File: config.mk
export PLATFORM = sky130hd
export DESIGN_NAME = tx_resp_buffer
export DESIGN_NICKNAME = d
export VERILOG_FILES = /design/src/rtl/tx_resp_buffer_pkg.sv /design/src/rtl/tx_resp_buffer_byte_fifo.sv /design/src/rtl/tx_resp_buffer.sv
export SDC_FILE = /design/constraint.sdc
export NUM_CORES = 1
export LEC_CHECK = 0
export CAP_MARGIN = 5
export CORE_MARGIN = 2
export CORE_UTILIZATION = 55
export DETAILED_ROUTE_END_ITERATION = 8
export GPL_TIMING_DRIVEN = 0
export PLACE_DENSITY_LB_ADDON = 0.1
export SETUP_SLACK_MARGIN = 0.5
export SYNTH_ARGS = -nofsm -noshare
export SYNTH_HDL_FRONTEND = slang
export SYNTH_SLANG_ARGS = --single-unit
File: constraint.sdc
create_clock -name clk -period 3.4 [get_ports clk]
set_input_delay 0.68 -clock clk [delete_from_list [all_inputs] [get_ports clk]]
set_output_delay 0.68 -clock clk [all_outputs]
set_load 0.005 [all_outputs]
File: src/rtl/tx_resp_buffer_pkg.sv
// Shared definitions for the TX response buffer slice.
//   WIDTH          : byte width carried to the UART
//   WIDTH_OUT_ALU  : width of an ALU result word (two bytes)
//   tx_state_t     : transmit FSM state encoding (also exported for debug)
package tx_resp_buffer_pkg;

  localparam int WIDTH         = 8;
  localparam int WIDTH_OUT_ALU = 16;

  typedef enum logic [1:0] {
    IDLE      = 2'd0,
    SEND      = 2'd1,
    WAIT_BUSY = 2'd2,
    WAIT_DONE = 2'd3
  } tx_state_t;

endpackage

File: src/rtl/tx_resp_buffer_byte_fifo.sv
// byte_fifo: byte FIFO with two write ports and one read port.
//   clk, reset_n       : clock, asynchronous active-low reset (pointers/count only)
//   wr0_en, wr0_data   : first byte of a push, written at the write pointer
//   wr1_en, wr1_data   : second byte of a push, written one slot after wr0;
//                        only meaningful together with wr0_en
//   rd_en              : pop the head byte (ignored when empty)
//   rd_data            : current head byte (combinational)
//   count              : bytes stored, registered
//   full               : registered, set when fewer than 2 slots are free
module byte_fifo
  import tx_resp_buffer_pkg::*;
#(
  parameter int DEPTH = 8
) (
  input  logic                       clk,
  input  logic                       reset_n,
  input  logic                       wr0_en,
  input  logic [WIDTH-1:0]           wr0_data,
  input  logic                       wr1_en,
  input  logic [WIDTH-1:0]           wr1_data,
  input  logic                       rd_en,
  output logic [WIDTH-1:0]           rd_data,
  output logic [$clog2(DEPTH):0]     count,
  output logic                       full
);

  localparam int AW = $clog2(DEPTH);
  localparam int CW = AW + 1;

  logic [WIDTH-1:0] mem [DEPTH];
  logic [AW-1:0]    wr_ptr;
  logic [AW-1:0]    rd_ptr;
  logic             rd_ok;
  logic [CW-1:0]    count_next;

  assign rd_ok      = rd_en && (count != '0);
  assign count_next = count + CW'(wr0_en) + CW'(wr1_en) - CW'(rd_ok);
  assign rd_data    = mem[rd_ptr];

  // Storage carries no reset; pointers wrap naturally because DEPTH is a power of 2.
  always_ff @(posedge clk) begin
    if (wr0_en) mem[wr_ptr] <= wr0_data;
    if (wr1_en) mem[wr_ptr + AW'(1)] <= wr1_data;
  end

  always_ff @(posedge clk or negedge reset_n) begin
    if (!reset_n) begin
      wr_ptr <= '0;
      rd_ptr <= '0;
      count  <= '0;
      full   <= 1'b0;
    end else begin
      wr_ptr <= wr_ptr + AW'(wr0_en) + AW'(wr1_en);
      rd_ptr <= rd_ptr + AW'(rd_ok);
      count  <= count_next;
      full   <= (count_next > CW'(DEPTH - 2));
    end
  end

endmodule

File: src/rtl/tx_resp_buffer.sv
// tx_resp_buffer: queues register-file bytes and ALU words and feeds them one
// byte at a time to a UART transmitter.
//   clk, reset_n                         : clock, asynchronous active-low reset
//   rf_rd_data_in / rf_rd_data_valid_in  : one-byte response push
//   alu_data_in / alu_data_valid_in      : two-byte push, low byte first
//   uart_tx_busy_in                      : UART busy (synchronous to clk)
//   clr_ovf_in                           : clears overflow_out
//   uart_tx_data_out / _valid_out        : byte and one-cycle send strobe
//   full_out, count_out                  : registered FIFO status
//   overflow_out                         : sticky dropped-push flag
//   state_out                            : transmit FSM state (debug)
//
// Strobe semantics: a *_valid_in high for one cycle offers its data in that
// cycle only; there is no ready. A push that cannot be taken whole is dropped
// and recorded in overflow_out. uart_tx_data_valid_out is likewise a one-cycle
// offer; acceptance is inferred from uart_tx_busy_in rising afterwards.
module tx_resp_buffer
  import tx_resp_buffer_pkg::*;
#(
  parameter int DEPTH        = 8,
  parameter int BUSY_TIMEOUT = 255
) (
  input  logic                     clk,
  input  logic                     reset_n,
  input  logic [WIDTH-1:0]         rf_rd_data_in,
  input  logic                     rf_rd_data_valid_in,
  input  logic [WIDTH_OUT_ALU-1:0] alu_data_in,
  input  logic                     alu_data_valid_in,
  input  logic                     uart_tx_busy_in,
  input  logic                     clr_ovf_in,
  output logic [WIDTH-1:0]         uart_tx_data_out,
  output logic                     uart_tx_data_valid_out,
  output logic                     full_out,
  output logic [$clog2(DEPTH):0]   count_out,
  output logic                     overflow_out,
  output tx_state_t                state_out
);

  localparam int CW = $clog2(DEPTH) + 1;
  localparam int TW = $clog2(BUSY_TIMEOUT + 1);

  tx_state_t        state;
  logic [TW-1:0]    busy_timer;
  logic [CW-1:0]    free_cnt;
  logic             alu_fit;
  logic             rf_fit;
  logic             alu_push;
  logic             rf_push;
  logic             ovf_event;
  logic             wr0_en;
  logic [WIDTH-1:0] wr0_data;
  logic [WIDTH-1:0] head;

  // Room is judged on the pre-pop count so a pop in the same cycle never
  // makes space for a push.
  assign free_cnt = CW'(DEPTH) - count_out;
  assign alu_fit  = (free_cnt >= CW'(2));
  assign rf_fit   = (free_cnt != '0);

  // ALU has priority; an RF byte arriving alongside it is always lost.
  assign alu_push  = alu_data_valid_in && alu_fit;
  assign rf_push   = rf_rd_data_valid_in && !alu_data_valid_in && rf_fit;
  assign ovf_event = (alu_data_valid_in && rf_rd_data_valid_in)
                   || (alu_data_valid_in && !alu_fit)
                   || (rf_rd_data_valid_in && !alu_data_valid_in && !rf_fit);

  assign wr0_en   = alu_push || rf_push;
  assign wr0_data = alu_push ? alu_data_in[WIDTH-1:0] : rf_rd_data_in;

  byte_fifo #(.DEPTH(DEPTH)) u_fifo (
    .clk      (clk),
    .reset_n  (reset_n),
    .wr0_en   (wr0_en),
    .wr0_data (wr0_data),
    .wr1_en   (alu_push),
    .wr1_data (alu_data_in[WIDTH_OUT_ALU-1:WIDTH]),
    .rd_en    (state == SEND),
    .rd_data  (head),
    .count    (count_out),
    .full     (full_out)
  );

  // Data and strobe are registered on the IDLE->SEND transition so they are
  // presented during the SEND cycle; the head cannot move before that pop.
  always_ff @(posedge clk or negedge reset_n) begin
    if (!reset_n) begin
      state                  <= IDLE;
      busy_timer             <= '0;
      uart_tx_data_out       <= '0;
      uart_tx_data_valid_out <= 1'b0;
    end else begin
      uart_tx_data_valid_out <= 1'b0;
      case (state)
        IDLE: begin
          if ((count_out != '0) && !uart_tx_busy_in) begin
            state                  <= SEND;
            uart_tx_data_out       <= head;
            uart_tx_data_valid_out <= 1'b1;
          end
        end
        SEND: begin
          state      <= WAIT_BUSY;
          busy_timer <= '0;
        end
        WAIT_BUSY: begin
          // No busy within BUSY_TIMEOUT cycles: treat the byte as lost.
          if (uart_tx_busy_in) begin
            state <= WAIT_DONE;
          end else if (busy_timer == TW'(BUSY_TIMEOUT - 1)) begin
            state <= IDLE;
          end else begin
            busy_timer <= busy_timer + TW'(1);
          end
        end
        WAIT_DONE: begin
          if (!uart_tx_busy_in) state <= IDLE;
        end
        default: state <= IDLE;
      endcase
    end
  end

  // A new drop in the same cycle as a clear keeps the flag set.
  always_ff @(posedge clk or negedge reset_n) begin
    if (!reset_n) begin
      overflow_out <= 1'b0;
    end else if (ovf_event) begin
      overflow_out <= 1'b1;
    end else if (clr_ovf_in) begin
      overflow_out <= 1'b0;
    end
  end

  assign state_out = state;

endmodule

==> impl_metrics.ini, run 1 <==
[cells_and_area]
drive_gt1_frac = 0.160
syn_to_final_growth_pct = 15.4
num_antenna_cells = 0
final_core_util = 0.645
nets = 597

[worst_setup_path]
path_cells = inv_4 -> ha_4 -> xor2_4 -> nor3b_4 -> a21oi_4 -> a31oi_4 -> inv_1 -> ha_1 -> a21o_1 -> fa_1 -> xnor2_1 -> nand2_1 -> o211ai_1
crit_start = u_fifo.count[1]
critical_path_class = flop to flop
critPathArrivalTime_ns = 3.14
path_buf_inv = 2
timing.rr.end = u_fifo.full
slowest_delay_ns = 0.46
start_kind = flop
r2r_slack_ns = 0.55
r2r_cells = 13
worst-path-max-fanout = 5
crit_path_top_delay_cell = dfrtp_2
r2r-start = u_fifo.count[1]
cpLargestDelayFamily = adder cells
cp-end-kind = flop
worstPathRequired_ns = 3.68

[placement]
portBuffers = 30
place_hpwl_mm = 9.58
gp_congestion = 0.880

[clock_network]
cts_htree_levels = 3
cts_made_buffers = 9
ctsHoldBuffers = 0
clkTransAtPathRegs_ns = 0.09
clock_latency_ns = 0.36
cts_tree = built
cts_root_buf = clkbuf_8
cts_sinks = 95
cts_buffer_depth = 2

[grt]
grt_overflow = 0
grt_usage = 0.282
grt_antenna_before_repair = 0
grt_pass1_wl_mm = 21.5
grt_max_degree = 32
grt_pass1_vias = 3878

[sta]
report.final.setup_viol = 0
finalHoldViolations = 0
rsz0062_at_grt = true
max_slew.worst_pin.slew_ns = 1.25
fin_skew_ns = 0.00629
fmax_ghz = 0.350
holdWs_ns = 0.368
post-route-min-period_ns = 2.85
slew_viol_final = 0
timing.final.crit_share = 0.840
slew_headroom = 0.158

[synthesis]
yosys_warnings = 0
synth_edf_count = 64
synthesis.nets = 552
syn-instance-count = 505
synth_area_leaders = edfxtp_1 36%, dfrtp_1 14%, nand2_1 10%
yosys-top-cells-count = 150 x nand2_1, 64 x edfxtp_1, 54 x a31oi_1
ys_types = 42
syn_area_per_cell_um2 = 10.7
synthFlopType = edfxtp_1
syn-cell-area_um2 = 5380
synth_top_area_frac = 0.357
async_reset_ff_frac = 0.326
yosysTopAreaCell = edfxtp_1
yosysMostFrequentCell = nand2_1
yosysSeqAreaShare = 0.501
synth.ff_latch_count = 95

[detailed_routing]
dr.pass1.iters = 6
drt_iter0_markers = 453
drtAntennaViolNets = 0
drt-wirelength-per-cell_um = 20.1
routed_wl_mm = 13.8
drc_errors = 0
vias = 4156
via_per_inst = 6.04

[floorplanning]
fp.dieW_um = 103
core_region_area_um2 = 9640
die_y_um = 103
ios = 47
initial_utilization = 0.558
die_area_um2 = 10600
rows = 36

[power]
peakVddDrop_mv = 0.966
p_per_area_nw_per_um2 = 1030
p_leak_uw = 0.00228

[run]
cap_violations = 0

[worst_hold_path]
hold_class = primary input to asynchronous set/reset pin

[run_status]
status = finished, final reports clean
-- cell families after synthesis --
family / Yosys count / synth area share
AO/OA/AOI/OAI: 99 / 0.131
XOR/XNOR: 11 / 0.0193
adder cells (fa/ha/maj): 17 / 0.0423
buffers and inverters: 48 / 0.0460
flip-flops: 95 / 0.501
multiplexers: 27 / 0.0874
AND/OR/NAND/NOR: 208 / 0.172
-- final cells by class --
cell class / count / area [um2]
fillers: 786 / 3430
flip-flops and latches: 95 / 2700
multi-input cells: 362 / 2600
repair buffers: 34 / 325
plain buffers: 32 / 188
well taps: 133 / 166
clock buffers: 12 / 145
inverters: 16 / 62.6
clock inverters: 4 / 30.0
-- worst max path at each step --
| stage | endpoint | slack (ns) | depth (start not counted) |
|---|---|---|---|
| 4_1_cts | u_fifo.full | 0.26 | 13 |
| 5_1_grt | u_fifo.full | 0.33 | 14 |
| 3_5_place_dp | u_fifo.full | 0.03 | 13 |
| 6_report | u_fifo.full | 0.55 | 13 |
| 2_1_floorplan | u_fifo.full | 0.50 | 13 |
| 3_3_place_gp | u_fifo.mem[6][2] | -0.05 | 7 |
-- cell usage in the layout (no fill, tap or decap), types with 3 or more instances in the layout --
| cell | netlist | final |
|---|---|---|
| or3_1 | 5 | 5 |
| mux4_2 | 16 | 16 |
| edfxtp_1 | 64 | 64 |
| o21ai_0 | 4 | 4 |
| a31oi_1 | 54 | 54 |
| nor2b_1 | 3 | 3 |
| nor2_4 | 7 | 7 |
| nand4_1 | 5 | 5 |
| nor2_1 | 21 | 21 |
| a21oi_1 | 14 | 14 |
| buf_1 | 17 | 17 |
| clkbuf_1 | 1 | 3 |
| nand3_1 | 6 | 6 |
| dfrtp_1 | 31 | 29 |
| buf_2 | 6 | 7 |
| inv_1 | 15 | 13 |
| o22ai_4 | 0 | 6 |
| xor2_1 | 4 | 3 |
| nor3_1 | 5 | 5 |
| nand2_1 | 150 | 150 |
| clkbuf_8 | 0 | 10 |
| clkdlybuf4s50_1 | 0 | 29 |
| xnor2_1 | 6 | 5 |
| buf_6 | 8 | 8 |
| a31oi_2 | 10 | 10 |
| ha_1 | 15 | 14 |
| buf_4 | 0 | 3 |
| mux2i_1 | 11 | 11 |
-- through the flow --
step / instance area (um2) / setup TNS (ns) / std cells / power (uW) / setup slack [ns]
finish: 6210 / 0 / 688 / 6430 / 0.545
global route: 6210 / 0 / 688 / 6860 / 0.333
CTS: 6140 / 0 / 685 / 6300 / 0.256
detailed placement: 5870 / 0 / 668 / 5490 / 0.0304
global placement: 5860 / -0.382 / 668 / 5350 / -0.0483
floorplan: 5390 / 0 / 505 / 4370 / 0.503
-- repair_timing --
| action | CTS | global route |
|---|---|---|
| pin swaps | 0 | 3 |
| setup endpoints to repair | 52 | 71 |
| setup buffers | 1 | 2 |
| gates resized for setup | 13 | 10 |
| hold endpoints to repair | 0 | 0 |
-- metal layers --
| layer | GRT usage | wire (um) |
|---|---|---|
| met5 | 0 | 0 |
| met1 | 0.396 | 5960 |
| met4 | 0.155 | 670 |
| met2 | 0.429 | 6330 |
| met3 | 0.0339 | 859 |
-- worst reg2reg max path, delay by kind of cell, from the launching register on --
family                     cells  cell delay [ns]
buffers and inverters          2             0.17
adders and majority gates      3             0.76
xor gates and xnor gates       2             0.37
DFF                            1             0.46
and+or+nand+nor                2             0.38
AOI/OAI and AO/OA              4             0.64
-- power by group --
group / switching [uW] / leakage (uW) / total [uW] / internal (uW)
combinational: 2210 / 0.00124 / 3620 / 1420
sequential: 226 / 0.000957 / 2110 / 1890
clock: 401 / 0.0000870 / 690 / 290
total: 2830 / 0.00228 / 6430 / 3590
-- sequential cells by signal, summed over array words and instances, names as in the netlist, 2 cells and up --
name and count:
busy_timer 8, u_fifo.wr_ptr 3, u_fifo.count 4, state_out 2, uart_tx_data_out 8, u_fifo.mem 64
u_fifo.rd_ptr 3
(Power assumes the default switching activity.)
==> run 2: changes to the inputs <==
==> constraint.sdc (replaced) <==
create_clock -name clk -period 2.8 [get_ports clk]
set_input_delay 0.56 -clock clk [delete_from_list [all_inputs] [get_ports clk]]
set_output_delay 0.56 -clock clk [all_outputs]
set_load 0.005 [all_outputs]
==> run 2 against run 1 <==
Routed wire length increased by 17%. Via count grew 12%. Sequential share of layout area down 4.7 points. Clock power grew 26%. Non-clock buffer count grew 38. Utilization up 7.9 points. Worst hold slack worse by 0.13 ns. Clock-buffer cell count down 3. Register-to-register slack got worse by 0.51 ns. Critical path type unchanged. Critical endpoint unchanged. Largest cell class is now multi-input gates.
==> impl_metrics.ini, run 2 (synthesis gave the netlist of run 1 again) <==
[cells_and_area]
mostFrequentLayoutCells = 145 x nand2_1, 64 x edfxtp_1, 39 x a31oi_1, 30 x dfrtp_1, 29 x clkdlybuf4s50_1
num_antenna_cells = 0
multi_input_area_um2 = 2870
reg.largest.list = u_fifo.mem: 64 flops, busy_timer: 8 flops, uart_tx_data_out: 8 flops
mostFrequentLayoutCell = nand2_1
syn_to_final_growth_pct = 29.5
fin_cells = 726
regArea_um2 = 2700
nets = 635
drive_gt1_frac = 0.288
top_register = u_fifo.mem
largest_register_ffs = 64
fill_cells = 663

[grt]
grt_pass1_wl_mm = 22.7
busiest_layer = met2
grt_max_degree = 32
grt_pass1_vias = 4234
grt_use_met3 = 0.0522
grt_use_met2 = 0.451
grt_usage = 0.296
grt_antenna_before_repair = 0
grt_overflow = 0
gr-usage-met1 = 0.404

[worst_setup_path]
slowest_delay_ns = 0.41
path_buf_inv = 2
start_kind = flop
path_cells = inv_2 -> ha_4 -> xor2_4 -> nor3b_4 -> a21oi_4 -> a31oi_4 -> inv_2 -> ha_4 -> a21o_1 -> fa_2 -> xnor2_2 -> nand2_1 -> o211ai_1
critical_path_class = flop to flop
worst-path-max-fanout = 4
cpLargestDelayFamily = adder cells
cp-end-kind = flop
critPathArrivalTime_ns = 3.05
crit_path_top_delay_cell = dfrtp_1
worstPathRequired_ns = 3.09

[placement]
portBuffers = 30
dp_cells = 668
place_hpwl_mm = 9.59
gp_congestion = 0.865

[sta]
report.final.setup_viol = 0
rsz0062_at_grt = true
post-route-min-period_ns = 2.76
finalHoldViolations = 0
fin_skew_ns = 0.0124
max_slew.worst_pin.slew_ns = 0.962
slew_viol_final = 0
fmax_ghz = 0.362
timing.final.crit_share = 0.986
slew_headroom = 0.356

[power]
p_per_area_nw_per_um2 = 1350
peakVddDrop_mv = 1.62
p_total_uw = 9400
p_leak_uw = 0.00257

[detailed_routing]
routed_wl_mm = 16.2
drt-wirelength-per-cell_um = 22.3
drtAntennaViolNets = 0
drc_errors = 0
drt_iter0_markers = 565
via_per_inst = 6.40
vias = 4646
dr.pass1.iters = 6

[floorplanning]
die_y_um = 103
initial_utilization = 0.558
core_region_area_um2 = 9640
die_area_um2 = 10600
ios = 47
rows = 36
fp.dieW_um = 103

[clock_network]
cts_root_buf = clkbuf_8
cts_made_buffers = 9
cts_htree_levels = 3
cts_sinks = 95
cts_tree = built
clkTransAtPathRegs_ns = 0.10
ctsHoldBuffers = 0
clock_latency_ns = 0.37
cts_buffer_depth = 2

[run]
cap_violations = 0

[worst_hold_path]
hold_class = primary input to asynchronous set/reset pin

[run_status]
status = finished, final reports clean
-- run 2: cell count changes in the layout (fill, tap and decap cells not counted), sizes merged --
cell | before | now
inv | 17 | 18
clkbuf | 14 | 10
buf | 35 | 74
clkinv | 2 | 4
-- run 2: layout make-up --
cell class              count  share of cell area
well taps                 133              0.0239
clock buffers               9              0.0178
multi-input cells         362               0.412
inverters                  16              0.0124
flip-flops and latches     95               0.387
repair buffers             72               0.111
clock inverters             7             0.00790
plain buffers              32              0.0284
-- run 2: metrics by stage --
step | area, um2 | setup TNS, ns | setup slack [ns] | utilization | hold WS (ns)
3_5_place_dp | 5900 | -15.01 | -0.395 | 0.613 | 0.500
3_3_place_gp | 5890 | -21.64 | -0.562 | 0.612 | 0.481
5_1_grt | 6970 | -0.0109 | -0.0109 | 0.723 | 0.301
6_report | 6970 | 0 | 0.0385 | 0.723 | 0.240
4_1_cts | 6580 | 0 | 0.174 | 0.683 | 0.261
2_1_floorplan | 5430 | 0 | 0.0874 | - | 0.264
-- run 2: final timing paths --
check                           slack [ns]          endpoint  cells after the start              from
worst max-delay path                  0.04       u_fifo.full                     13   u_fifo.count[0]
worst min-delay path                  0.24   u_fifo.count[3]                      1           reset_n
worst max register to register        0.04       u_fifo.full                     13   u_fifo.count[0]
worst min register to register        0.53  u_fifo.rd_ptr[1]                      1  u_fifo.rd_ptr[1]
max in group asynchronous             2.06   u_fifo.count[2]                      1           reset_n
min in group clk                      0.53  u_fifo.rd_ptr[1]                      1  u_fifo.rd_ptr[1]
-- run 2: repair_timing --
| action | 4_1_cts | 5_1_grt |
|---|---|---|
| endpoints found under the setup margin | 116 | 136 |
| endpoints found under the hold margin | 0 | 0 |
| buffers inserted | 26 | 16 |
| resized for setup | 34 | 52 |
| pin swaps | 16 | 6 |
-- run 2: worst register-to-register path, stage by stage (launching register included) --
cell	delay, ns
dfrtp_1	0.41
inv_2	0.12
ha_4	0.17
xor2_4	0.18
nor3b_4	0.28
a21oi_4	0.11
a31oi_4	0.18
inv_2	0.08
ha_4	0.16
a21o_1	0.17
fa_2	0.37
xnor2_2	0.18
nand2_1	0.08
o211ai_1	0.19
-- run 2: where the power goes --
group / leakage [uW] / switching, uW / internal [uW]
combinational: 0.00152 / 3350 / 2620
clock: 0.0000919 / 532 / 334
sequential: 0.000958 / 272 / 2280
total: 0.00257 / 4160 / 5240
-- run 2: routing by layer --
layer	share of wire	vias up
met3	0.10	107
met5	0	-
met4	0.059	0
met2	0.46	335
met1	0.37	2211
li1	-	1993
==> run 3: changes to the inputs <==
--- a/config.mk
+++ b/config.mk
@@ -6,8 +6,10 @@
 export NUM_CORES = 1
 export LEC_CHECK = 0
 export CAP_MARGIN = 5
+export CORE_ASPECT_RATIO = 0.5
 export CORE_MARGIN = 2
 export CORE_UTILIZATION = 55
+export CTS_CLUSTER_DIAMETER = 50
 export DETAILED_ROUTE_END_ITERATION = 8
 export GPL_TIMING_DRIVEN = 0
 export PLACE_DENSITY_LB_ADDON = 0.1
==> run 3 against run 2 <==
Utilization rose by 0.89 points. Global-route usage grew 1.6 points. Sequential power about the same. Combinational power is 4.3% lower. Die area increased by 0.45%. Fmax grew 3.1%. Non-clock buffer count shrank 3. First-iteration DRC count fell by 22%. Clock-buffer cell count up 2. Clock skew down 0.0019 ns. Critical path type unchanged. Critical endpoint unchanged. Largest cell class unchanged. Largest power group unchanged.
==> impl_metrics.ini, run 3 (synthesis gave the netlist of run 1 again) <==
[worst_setup_path]
critical_path_class = flop to flop
crit_start = u_fifo.count[0]
r2r_cells = 12
r2r_slack_ns = 0.12
worstPathRequired_ns = 3.07
worst-path-max-fanout = 4
critPathArrivalTime_ns = 2.95
start_kind = flop
cp-end-kind = flop
crit_path_end = u_fifo.full
r2r-start = u_fifo.count[0]
timing.rr.end = u_fifo.full

[sta]
fmax_ghz = 0.373
slew_viol_final = 0
timing.final.crit_share = 0.956
max_slew.worst_pin.slew_ns = 0.844
holdWs_ns = 0.289
slew_headroom = 0.434
fin_skew_ns = 0.0106
rsz0062_at_grt = true
report.final.setup_viol = 0
post-route-min-period_ns = 2.68
finalHoldViolations = 0

[floorplanning]
die_y_um = 74.0
core_region_area_um2 = 9480
initial_utilization = 0.568
fp.dieW_um = 144
die_area_um2 = 10600
rows = 25
ios = 47

[placement]
portBuffers = 30
placed_area_um2 = 5930
place_hpwl_mm = 9.89
gp_congestion = 0.895

[run_status]
status = finished, final reports clean

[power]
pwr-share-comb = 0.603
p_seq_frac = 0.271
p_switching_uw = 4100
swShare = 0.431
internal_power_uw = 5400
p_leak_uw = 0.00259
p_per_area_nw_per_um2 = 1370
peakVddDrop_mv = 1.42
power_frac_clock = 0.126

[worst_hold_path]
hold_class = primary input to asynchronous set/reset pin

[clock_network]
cts_sinks = 95
cts_tree = built
clock_latency_ns = 0.35
cts_htree_levels = 3
clkTransAtPathRegs_ns = 0.07
cts_root_buf = clkbuf_16
cts_made_buffers = 9
cts_buffer_depth = 2

[grt]
grt_overflow = 0
grt_pass1_wl_mm = 23.4
grt_antenna_before_repair = 0
grt_usage = 0.312
grt_max_degree = 32
grt_pass1_vias = 4140

[cells_and_area]
final_area_um2 = 6940
num_antenna_cells = 0
top_register = u_fifo.mem
nets = 632
mostFrequentLayoutCells = 144 x nand2_1, 64 x edfxtp_1, 49 x a31oi_1, 30 x dfrtp_1, 29 x clkdlybuf4s50_1
mostFrequentLayoutCell = nand2_1
largest_register_ffs = 64
drive_gt1_frac = 0.263
reg.largest.list = u_fifo.mem: 64 flops, busy_timer: 8 flops, uart_tx_data_out: 8 flops
syn_to_final_growth_pct = 28.9

[detailed_routing]
via_per_inst = 6.27
routed_wl_mm = 16.2
dr.pass1.iters = 6
drc_errors = 0
drt_iter0_markers = 438
drtAntennaViolNets = 0
drt-wirelength-per-cell_um = 22.4
vias = 4543

[run]
cap_violations = 0
run 3: power by group through the flow:
stage	logic (uW)	registers, uW	clock network [uW]
after CTS	5110	2560	1200
after floorplan	2840	2530	0
after global placement	4100	2590	0
after detailed placement	4270	2610	0
final	5720	2580	1200
after global routing	6010	2630	1250
run 3: how the worst min path moves through the flow:
stage	endpoint	slack, ns	cells after the start
CTS	busy_timer[4]	0.31	1
floorplan	busy_timer[0]	0.26	0
detailed placement	u_fifo.rd_ptr[1]	0.51	1
global placement	u_fifo.rd_ptr[1]	0.49	1
global route	busy_timer[4]	0.35	1
finish	busy_timer[4]	0.29	1
run 3: through the flow:
stage	util	instances	total power (uW)	setup TNS, ns	setup slack (ns)
floorplan	-	505	5360	0	0.0874
global placement	0.622	670	6690	-27.79	-0.749
detailed placement	0.626	673	6870	-18.89	-0.464
CTS	0.706	712	8870	0	0.142
global route	0.732	724	9890	0	0.0219
finish	0.732	724	9490	0	0.122
run 3: critical path: stages (launching register included):
cell and delay, ns:
dfrtp_1 0.39, inv_2 0.14, ha_4 0.19, xor2_4 0.16, nor3b_4 0.29, a21oi_4 0.11, a31oi_4 0.16, inv_1 0.06
ha_2 0.17, a21o_1 0.17, fa_2 0.54, nand2_1 0.06, o211ai_1 0.15
run 3: cell type report:
type / instances / area [um2]
clock inverters: 4 / 47.5
fillers: 640 / 2540
inverters: 16 / 67.6
well taps: 135 / 169
repair buffers: 69 / 718
clock buffers: 11 / 233
flip-flops and latches: 95 / 2700
multi-input cells: 362 / 2810
plain buffers: 32 / 198
run 3: timing repair:
item / CTS / global route
setup buffers: 24 / 12
endpoints found under the setup margin: 91 / 144
pin swaps: 12 / 9
hold buffers: 0 / 0
gates resized for setup: 42 / 30
run 3: layer usage:
metal,vias up,share of wire,track usage
met5,-,0,0
met4,0,0.039,0.123
met3,62,0.12,0.0798
met2,311,0.44,0.479
met1,2176,0.39,0.437
li1,1994,-,-
